--- src/rtl/sqrt_pkg.sv ---
// Shared definitions for the square-root controller.
// Holds the controller state encoding, datapath widths and the default
// watchdog iteration limit. StErr exists only when SQRT_CTRL_WATCHDOG_EN
// is defined.
package sqrt_pkg;

  localparam int unsigned OpWidth        = 8;   // operand a / sw
  localparam int unsigned RootWidth      = 4;   // result root
  localparam int unsigned IterCntWidth   = 5;   // watchdog iteration counter
  localparam int unsigned MaxIterDefault = 16;

  typedef enum logic [2:0] {
    StIdle = 3'd0,
    StClr  = 3'd1,
    StLoad = 3'd2,
    StTest = 3'd3,
`ifdef SQRT_CTRL_WATCHDOG_EN
    StDone = 3'd4,
    StErr  = 3'd5
`else
    StDone = 3'd4
`endif
  } state_e;

endpackage

--- src/rtl/sqrt_iter_cnt.sv ---
// Watchdog iteration counter for sqrt_ctrl.
// Cleared when an operand is loaded, incremented once per datapath iteration.
// Ports:
//   clk_i   - clock
//   reset_i - synchronous active-high reset
//   clr_i   - clear counter to zero (takes priority over inc_i)
//   inc_i   - count one iteration
//   cnt_o   - current iteration count
module sqrt_iter_cnt
  import sqrt_pkg::*;
(
  input  logic                    clk_i,
  input  logic                    reset_i,
  input  logic                    clr_i,
  input  logic                    inc_i,
  output logic [IterCntWidth-1:0] cnt_o
);

  logic [IterCntWidth-1:0] cnt_q;

  always_ff @(posedge clk_i) begin
    if (reset_i || clr_i) begin
      cnt_q <= '0;
    end else if (inc_i) begin
      cnt_q <= cnt_q + 1'b1;
    end
  end

  assign cnt_o = cnt_q;

endmodule

--- src/rtl/sqrt_ctrl.sv ---
// Control FSM for an iterative integer square-root datapath.
// The datapath starts with sq=1, del=3 and repeats sq+=del, del+=2 while
// sq <= a; the number of iterations is floor(sqrt(a)).
// Optional feature: define SQRT_CTRL_WATCHDOG_EN to add an iteration counter
// and an error state entered when MAX_ITER iterations have been made and the
// datapath still wants another.
// Ports:
//   clk    - clock, all state on rising edge
//   reset  - synchronous active-high reset
//   start  - begin a computation (sampled in IDLE only)
//   ready  - idle, start accepted
//   done   - result (or error) available, held until ack
//   ack    - requester consumed the result
//   err    - iteration limit exceeded (always 0 without the watchdog)
//   lteflg - datapath flag sq <= a
//   dp_clr - reinitialise datapath registers
//   ald, sqld, dld, outld - datapath load enables for a, sq, del, root
module sqrt_ctrl
  import sqrt_pkg::*;
#(
  parameter int unsigned MAX_ITER = MaxIterDefault
) (
  input  logic clk,
  input  logic reset,
  input  logic start,
  output logic ready,
  output logic done,
  input  logic ack,
  output logic err,
  input  logic lteflg,
  output logic dp_clr,
  output logic ald,
  output logic sqld,
  output logic dld,
  output logic outld
);

  // The iteration counter is 5 bits wide, so larger limits could never match.
  if (MAX_ITER >= (1 << IterCntWidth)) begin : g_max_iter_range
    $error("sqrt_ctrl: MAX_ITER exceeds the iteration counter range");
  end

  state_e state_q, state_d;

`ifdef SQRT_CTRL_WATCHDOG_EN
  localparam logic [IterCntWidth-1:0] MaxIterCnt = IterCntWidth'(MAX_ITER);

  logic [IterCntWidth-1:0] iter_cnt;
  logic                    cnt_clr;

  sqrt_iter_cnt u_iter_cnt (
    .clk_i   (clk),
    .reset_i (reset),
    .clr_i   (cnt_clr),
    .inc_i   (sqld),
    .cnt_o   (iter_cnt)
  );
`endif

  always_ff @(posedge clk) begin
    if (reset) begin
      state_q <= StIdle;
    end else begin
      state_q <= state_d;
    end
  end

  always_comb begin
    state_d = state_q;
    ready   = 1'b0;
    done    = 1'b0;
    err     = 1'b0;
    dp_clr  = 1'b0;
    ald     = 1'b0;
    sqld    = 1'b0;
    dld     = 1'b0;
    outld   = 1'b0;
`ifdef SQRT_CTRL_WATCHDOG_EN
    cnt_clr = 1'b0;
`endif
    case (state_q)
      StIdle: begin
        ready = 1'b1;
        if (start) state_d = StClr;
      end
      StClr: begin
        dp_clr  = 1'b1;
        state_d = StLoad;
      end
      StLoad: begin
        ald     = 1'b1;
`ifdef SQRT_CTRL_WATCHDOG_EN
        cnt_clr = 1'b1;
`endif
        state_d = StTest;
      end
      StTest: begin
`ifdef SQRT_CTRL_WATCHDOG_EN
        // Limit reached and another iteration requested: abort without loading.
        if (lteflg && (iter_cnt == MaxIterCnt)) begin
          state_d = StErr;
        end else
`endif
        if (lteflg) begin
          sqld = 1'b1;
          dld  = 1'b1;
        end else begin
          outld   = 1'b1;
          state_d = StDone;
        end
      end
      StDone: begin
        done = 1'b1;
        if (ack) state_d = StIdle;
      end
`ifdef SQRT_CTRL_WATCHDOG_EN
      StErr: begin
        err  = 1'b1;
        done = 1'b1;
        if (ack) state_d = StIdle;
      end
`endif
      default: state_d = StIdle;
    endcase
  end

endmodule

--- config.mk ---
export PLATFORM = sky130hd
export DESIGN_NAME = sqrt_ctrl
export DESIGN_NICKNAME = d
export VERILOG_FILES = /design/src/rtl/sqrt_pkg.sv /design/src/rtl/sqrt_iter_cnt.sv /design/src/rtl/sqrt_ctrl.sv
export SDC_FILE = /design/constraint.sdc
export NUM_CORES = 1
export LEC_CHECK = 0
export CELL_PAD_IN_SITES_DETAIL_PLACEMENT = 0
export CELL_PAD_IN_SITES_GLOBAL_PLACEMENT = 2
export CORE_AREA = 2 2 39 41
export CTS_CLUSTER_SIZE = 40
export DETAILED_ROUTE_END_ITERATION = 8
export DIE_AREA = 0 0 41 43
export PLACE_DENSITY_LB_ADDON = 0.1
export SYNTH_ARGS = -nofsm -noshare
export SYNTH_HDL_FRONTEND = slang
export SYNTH_SLANG_ARGS = --single-unit
export TNS_END_PERCENT = 20
--- constraint.sdc ---
create_clock -name clk -period 2.3 [get_ports clk]
set_clock_uncertainty 0.2 [all_clocks]
set_input_delay 0.46 -clock clk [delete_from_list [all_inputs] [get_ports clk]]
set_output_delay 0.46 -clock clk [all_outputs]
set_load 0.03 [all_outputs]
==> results.cfg, run 1 <==
[clocking]
cts_root_buf = clkbuf_4
holdBufCountCts = 0
clk_pin_slew_ns = 0.04
cts.sinks = 3
numCtsBuffers = 3
clock_latency_ns = 0.23
cts_buffer_depth = 2
htreeDepth = 1
cts_tree = yes

[sta]
hold_viol = 0
fmax_ghz = 0.455
slew_viol_final = 0
setup_viol = 0
timing.final.ws_setup_ns = 0.102
min_period_over_period = 0.956
fin_crit_ns = 2.20
fin_tns_setup_ns = 0
rsz0062_at_grt = false
whs_ns = 0.350

[logic_synthesis]
syn_area_um2 = 221
ys_ff_latch = 3
yosysTopAreaCell = dfxtp_1
synth_top_cell_area_share = 0.271
ys_warn_count = 0
synth_area_per_cell_um2 = 8.20
synth_nets = 32
syn_inst = 27
ys_seq_area_frac = 0.271
synth.area.top_cells = dfxtp_1 27%, nor3_1 6.8%, a2111oi_2 6.8%
synth_cell_types = 18

[global_routing]
grt_pass1_wl_um = 807
grt_pass1_vias = 216
grt_usage = 0.0712
grt_overflow = 0
antenna_found_initial = 0
grt_max_degree = 9

[detailed_routing]
drc = 0
wl_per_cell_um = 9.48
ant_nets = 0
viasPerCell = 3.86
drtIter0Drc = 0
vias = 216
wl_um = 531
drtPass1Iterations = 1

[die]
coreArea_mm2 = 0.00138
dieHeight_um = 43
die_w_um = 41
start_util = 0.160
std_cell_rows = 14
io_pins = 13
dieArea_mm2 = 0.00176

[power]
p_leak_nw = 0.144
comb_power_share = 0.343
p_switching_mw = 0.0810
peakVddDrop_v = 0.000229
p_clk_frac = 0.367
swShare = 0.331
p_int_mw = 0.164
power_mw = 0.245
power_frac_seq = 0.290
powerDensity_mw_per_mm2 = 698

[setup_path]
reg2reg_depth = 3
crit_type = flip-flop to output pin
crit_arrival_ns = 1.54
reg2reg_to = state_q[2]
crit_fanout = 7
crit_required_ns = 1.64
reg2reg_slack_ns = 0.94
crit_path_start = state_q[1]
start_kind = flip-flop
rr_startpoint = state_q[2]
crit_path_end_kind = output pin
crit_end = done

[min_path]
holdCritPathClass = flip-flop to flip-flop

[finish]
register_area_um2 = 61.3
syn2layout_area_growth_pct = 58.2
multi_input_area_um2 = 131
top_regs = state_q x3
utilization = 0.253
nFillCells = 164
fin_nets = 46
top_register = state_q
layout-drive-gt1-share = 0.300
largest_reg_flops = 3
insertedDiodeCount = 0

[job]
maxCapViolations = 0

[place]
place.gp.congestion = 0.643
place_ws_ns = 0.208
port_buffers = 11
dp_hpwl_um = 419

[outcome]
run_status = finished, final reports clean
cells in the mapped netlist:
library cell,instances
nor3_1,3
and3_4,1
nand2b_1,1
nor4_1,2
and2_1,1
a21oi_1,1
buf_4,2
dfxtp_1,3
buf_6,1
nor2_1,3
nor2b_4,1
a2111oi_2,1
inv_1,1
nor2b_1,1
conb_1,1
mux2i_1,1
nand2_1,2
and2_2,1
worst max-delay path, cell delays in order, from the launching register on:
cell and delay, ns:
dfxtp_1 0.36, nor2_1 0.15, and2_2 0.15, clkdlybuf4s50_1 0.66
stage by stage:
step           instance area (um^2)  instances
2_1_floorplan                   221         27
3_3_place_gp                    325         52
3_5_place_dp                    325         52
4_1_cts                         349         56
5_1_grt                         350         56
6_report                        350         56
power by group through the flow:
stage / Sequential (mW) / Clock (mW) / Combinational (mW)
4_1_cts: 0.0709 / 0.0971 / 0.0853
3_3_place_gp: 0.0720 / 0 / 0.0882
6_report: 0.0709 / 0.0899 / 0.0839
3_5_place_dp: 0.0716 / 0 / 0.0880
5_1_grt: 0.0721 / 0.0985 / 0.0915
2_1_floorplan: 0.0649 / 0 / 0.0609
cell usage in the layout, fill, tap and decap left out, drive strengths merged, types with 2 or more instances in the layout:
| cell | synthesis | layout |
|---|---|---|
| nor2 | 3 | 3 |
| nand2 | 2 | 2 |
| dfxtp | 3 | 3 |
| nor2b | 2 | 2 |
| dlygate4sd2 | 0 | 2 |
| and2 | 2 | 2 |
| clkdlybuf4s50 | 0 | 6 |
| nor3 | 3 | 3 |
| nor4 | 2 | 2 |
| clkbuf | 0 | 4 |
| buf | 3 | 4 |
area by class of cell:
type                            count  share of cell area
Tap cell                           16              0.0571
Clock buffer                        4              0.0750
Multi-Input combinational cell     20               0.375
Sequential cell                     3               0.175
Inverter                            1              0.0107
Timing Repair Buffer               12               0.307
how the worst min path moves through the flow:
| stage | from | to | slack, ns | cells past startpoint |
|---|---|---|---|---|
| after floorplan | state_q[2] | state_q[0] | 0.32 | 2 |
| after global placement | state_q[1] | state_q[2] | 0.42 | 2 |
| after detailed placement | state_q[1] | state_q[2] | 0.41 | 2 |
| after CTS | state_q[1] | state_q[2] | 0.42 | 2 |
| after global routing | state_q[2] | state_q[1] | 0.38 | 1 |
| final | state_q[2] | state_q[0] | 0.35 | 1 |
layer usage:
metal | vias up | GRT usage | wire, um
met5 | - | 0 | 0
met4 | 0 | 0.0800 | 0
met3 | 0 | 0.0157 | 31
met2 | 5 | 0.0906 | 280
met1 | 95 | 0.0865 | 219
li1 | 116 | - | -
cell families (layout without fill, tap and decap cells):
group           Yosys count  in the layout  synth area share
compound gates            2              2            0.0904
other cells               1              1            0.0169
flops                     3              3             0.271
simple gates             16             16             0.441
buf+inv                   4             17             0.136
mux                       1              1            0.0452
repair_timing:
item                                    4_1_cts  5_1_grt
cloned                                        0        0
endpoints found under the hold margin         0        0
gates resized for setup                       2        1
endpoints found under the setup margin        2        1
buffers inserted                              0        0
(Power assumes the default switching activity.)
==> run 2, diff against run 1 <==
--- a/config.mk
+++ b/config.mk
@@ -5,12 +5,14 @@
 export SDC_FILE = /design/constraint.sdc
 export NUM_CORES = 1
 export LEC_CHECK = 0
+export ABC_AREA = 1
+export CAP_MARGIN = 30
 export CELL_PAD_IN_SITES_DETAIL_PLACEMENT = 0
 export CELL_PAD_IN_SITES_GLOBAL_PLACEMENT = 2
-export CORE_AREA = 2 2 39 41
+export CORE_MARGIN = 2
+export CORE_UTILIZATION = 13
 export CTS_CLUSTER_SIZE = 40
 export DETAILED_ROUTE_END_ITERATION = 8
-export DIE_AREA = 0 0 41 43
 export PLACE_DENSITY_LB_ADDON = 0.1
 export SYNTH_ARGS = -nofsm -noshare
 export SYNTH_HDL_FRONTEND = slang
==> constraint.sdc (replaced) <==
create_clock -name clk -period 2 [get_ports clk]
set_clock_uncertainty 0.2 [all_clocks]
set_input_delay 0.4 -clock clk [delete_from_list [all_inputs] [get_ports clk]]
set_output_delay 0.4 -clock clk [all_outputs]
set_load 0.03 [all_outputs]
==> results.cfg, run 2 <==
[outcome]
run_status = finished, final reports clean

[setup_path]
crit_chain = clkdlybuf4s50_1, nand4_1, inv_1, buf_4
crit_slowest_cell = clkdlybuf4s50_1
crit_path_end_kind = output pin
crit_fanout = 2
cp_num_buf_inv = 3
start_kind = input port
crit_path_start = lteflg
max_stage_delay_ns = 0.49
rr_startpoint = state_q[0]
cpLargestDelayFamily = buffers and inverters
crit_arrival_ns = 1.27
crit_type = input port to output pin
crit_required_ns = 1.40

[detailed_routing]
wl_per_cell_um = 9.65
viasPerCell = 3.89
drc = 0
ant_nets = 0
vias = 253
drtPass1Iterations = 2
wl_um = 627
drtIter0Drc = 4

[job]
maxCapViolations = 0

[finish]
utilization = 0.229
final_cell_mix = 9 x inv_1, 5 x buf_4, 4 x nand2_1, 4 x nand3_1, 4 x clkdlybuf4s50_1
top_regs = state_q x3
layout-drive-gt1-share = 0.224
syn2layout_area_growth_pct = 65.9
top_register = state_q
post-route-cell-area_um2 = 340
fin_cells = 65
fin_nets = 55
layout_commonest_cell = inv_1
insertedDiodeCount = 0
largest_reg_flops = 3

[die]
dieArea_mm2 = 0.00191
start_util = 0.138
std_cell_rows = 14
io_pins = 13
die_w_um = 43.7
coreArea_mm2 = 0.00149
dieHeight_um = 43.7

[logic_synthesis]
synth_cell_types = 13
yosysTopAreaCell = dfxtp_1
synth_area_per_cell_um2 = 5.86
synthFlopType = dfxtp_1
synth-edff-count = 0
synth_top_cell_area_share = 0.293
synth.area.top_cells = dfxtp_1 29%, inv_1 16%, nand3_1 9.8%
ys_seq_area_frac = 0.293
ys_ff_latch = 3
synthTopCellsByCount = 9 x inv_1, 4 x nand2_1, 4 x nand3_1
syn_area_um2 = 205
syn_inst = 35
ys_warn_count = 0
synth.most_common_cell = inv_1
synth_nets = 40
async_flop_share = 0

[global_routing]
met1_usage = 0.0729
grt_usage = 0.0798
antenna_found_initial = 0
grt_overflow = 0
top_usage_layer = met4
use_met2 = 0.109
grt_use_met3 = 0.0292
grt_pass1_vias = 236
grt_pass1_wl_um = 966
grt_max_degree = 8

[place]
port_buffers = 11
dp_hpwl_um = 518
place_ws_ns = 0.117
post_dp_cell_area_um2 = 318
placedCellCount = 61
place.gp.congestion = 0.679

[clocking]
cts_buffer_depth = 2
cts_root_buf = clkbuf_4
cts_tree = yes
cts.repair.resized = 3
clock_latency_ns = 0.24
htreeDepth = 1
clk_pin_slew_ns = 0.03
holdBufCountCts = 0
post_cts_buffers = 0
cts.sinks = 3
numCtsBuffers = 3

[min_path]
holdCritPathClass = flip-flop to flip-flop
worstHoldStart = state_q[2]

[power]
powerDensity_mw_per_mm2 = 950
p_int_mw = 0.192
power_frac_seq = 0.261
swShare = 0.407
comb_power_share = 0.400
p_clk_frac = 0.339
p_leak_nw = 0.199
p_switching_mw = 0.132
power_mw = 0.323
peakVddDrop_v = 0.000220

[sta]
whs_ns = 0.390
fin_tns_setup_ns = 0
fmax_ghz = 0.534
hold_viol = 0
min_period_over_period = 0.937
setup_viol = 0
slew_viol_final = 0
fin_crit_ns = 1.87
timing.final.ws_setup_ns = 0.126
rsz0062_at_grt = false
## run 2: power groups by stage
stage               sequential (mW)  clock, mW  combinational (mW)
finish                       0.0844      0.110               0.129
global route                 0.0859      0.114               0.143
CTS                          0.0842      0.113               0.132
detailed placement           0.0850          0               0.140
global placement             0.0849          0               0.140
floorplan                    0.0823          0              0.0895
## run 2: routing by layer
layer	routed length [um]	vias up
li1	-	132
met1	267	108
met2	300	11
met3	42	2
met4	17	0
met5	0	-
## run 2: tightest hold or removal path, cell delays in order (launching register included)
cell     delay [ns]
dfxtp_1        0.35
nand3_1        0.13
a21oi_1        0.07
## run 2: cell families after synthesis
logic type / after synthesis / share of synthesized area
other: 1 / 0.0183
AOI/OAI and AO/OA: 2 / 0.0549
DFF: 3 / 0.293
and+or+nand+nor: 16 / 0.360
buffers and inverters: 13 / 0.274
## run 2: path summary, 6_finish.rpt
path | endpoint | slack, ns | depth (start not counted)
setup / recovery | sqld | 0.13 | 4
hold / removal | state_q[2] | 0.39 | 2
setup reg to reg | state_q[0] | 0.71 | 6
hold reg to reg | state_q[2] | 0.39 | 2
## run 2: area by class of cell
type	count	area [um^2]
fill	178	1150
clock buffer	4	26.3
timing repair buffer	12	104
inverter	11	41.3
multi-input combinational	19	88.8
sequential	3	60.1
tap	16	20.0
==> run 3, diff against run 2 <==
--- a/config.mk
+++ b/config.mk
@@ -9,10 +9,11 @@
 export CAP_MARGIN = 30
 export CELL_PAD_IN_SITES_DETAIL_PLACEMENT = 0
 export CELL_PAD_IN_SITES_GLOBAL_PLACEMENT = 2
-export CORE_MARGIN = 2
-export CORE_UTILIZATION = 13
+export CORE_AREA = 2 2 39 41
 export CTS_CLUSTER_SIZE = 40
 export DETAILED_ROUTE_END_ITERATION = 8
+export DIE_AREA = 0 0 41 43
+export DONT_BUFFER_PORTS = 1
 export PLACE_DENSITY_LB_ADDON = 0.1
 export SYNTH_ARGS = -nofsm -noshare
 export SYNTH_HDL_FRONTEND = slang
==> results.cfg, run 3 (synthesis gave the netlist of run 2 again) <==
[detailed_routing]
drtPass1Iterations = 4
wl_per_cell_um = 9.45
viasPerCell = 3.88
drtIter0Drc = 2
drc = 0
ant_nets = 0
vias = 217
wl_um = 529

[finish]
final_cell_mix = 9 x inv_1, 4 x nand2_1, 4 x nand3_1
largest_reg_flops = 3
syn2layout_area_growth_pct = 26.2
layout-drive-gt1-share = 0.225
insertedDiodeCount = 0
top_register = state_q
top_regs = state_q x3
layout_commonest_cell = inv_1
fin_nets = 46
fin_cells = 56

[clocking]
post_cts_buffers = 0
cts_buffer_depth = 2
cts_root_buf = clkbuf_4
holdBufCountCts = 0
numCtsBuffers = 3
cts.sinks = 3
cts.repair.resized = 0
cts_tree = yes
htreeDepth = 1
clk_pin_slew_ns = 0.04
clock_latency_ns = 0.23

[sta]
fmax_ghz = 0.561
min_period_over_period = 0.892
fin_crit_ns = 1.78
fin_tns_setup_ns = 0
timing.final.ws_setup_ns = 0.217
rsz0062_at_grt = false
slew_viol_final = 0
hold_viol = 0
setup_viol = 0

[setup_path]
crit_path_end_kind = output pin
crit_required_ns = 1.40
crit_fanout = 6
crit_slowest_cell = dfxtp_1
crit_chain = inv_2, nor3_1, nand2_1, inv_1
crit_arrival_ns = 1.18
start_kind = flip-flop
max_stage_delay_ns = 0.41
crit_type = flip-flop to output pin

[die]
coreArea_mm2 = 0.00138
std_cell_rows = 14
dieArea_mm2 = 0.00176
start_util = 0.148
dieHeight_um = 43
io_pins = 13
die_w_um = 41

[place]
place_ws_ns = 0.432
placedCellCount = 52
place.gp.congestion = 0.686
port_buffers = 0
dp_hpwl_um = 453

[global_routing]
grt_max_degree = 8
antenna_found_initial = 0
grt_overflow = 0
grt_pass1_wl_um = 834
grt_pass1_vias = 217
grt_usage = 0.0702

[min_path]
holdCritPathClass = input port to flip-flop

[outcome]
run_status = finished, final reports clean

[power]
peakVddDrop_v = 0.000247
powerDensity_mw_per_mm2 = 1140
p_leak_nw = 0.153

[job]
maxCapViolations = 0
-- run 3: worst max-delay path: cells and delay by family, from the launching register on --
| family | cells | cell delay (ns) |
|---|---|---|
| buf+inv | 2 | 0.29 |
| simple gates | 2 | 0.25 |
| flops | 1 | 0.41 |
-- run 3: path summary, 6_finish.rpt --
kind,start,end,slack (ns),cells past startpoint
max,state_q[1],outld,0.22,4
min,reset,state_q[2],0.04,1
max reg2reg,state_q[0],state_q[0],0.75,5
min reg2reg,state_q[2],state_q[2],0.38,2
-- run 3: final cells by class --
class | count | area, um^2
clock buffer | 4 | 26.3
multi-input combinational | 19 | 88.8
fill | 171 | 1120
sequential | 3 | 60.1
inverter | 11 | 41.3
timing repair buffer | 3 | 22.5
tap | 16 | 20.0
-- run 3: metal layers --
metal / global-route usage / routed length, um / vias up
li1: - / - / 113
met1: 0.0833 / 223 / 97
met2: 0.0906 / 250 / 7
met3: 0.0314 / 55 / 0
met4: 0.0600 / 0 / 0
met5: 0 / 0 / -
-- run 3: report_power, final --
group	internal, mW	total (mW)	switching [mW]
Sequential	0.0696	0.0844	0.0149
Clock	0.0746	0.104	0.0292
Combinational	0.0302	0.107	0.0765
Total	0.174	0.295	0.121
-- run 3: per-stage QoR --
step	utilization	power, mW	hold WS [ns]	area, um^2
floorplan	-	0.172	0.269	205
global placement	0.168	0.196	0.274	233
detailed placement	0.168	0.194	0.275	233
CTS	0.187	0.304	0.0292	259
global route	0.187	0.318	0.0316	259
finish	0.187	0.295	0.0401	259
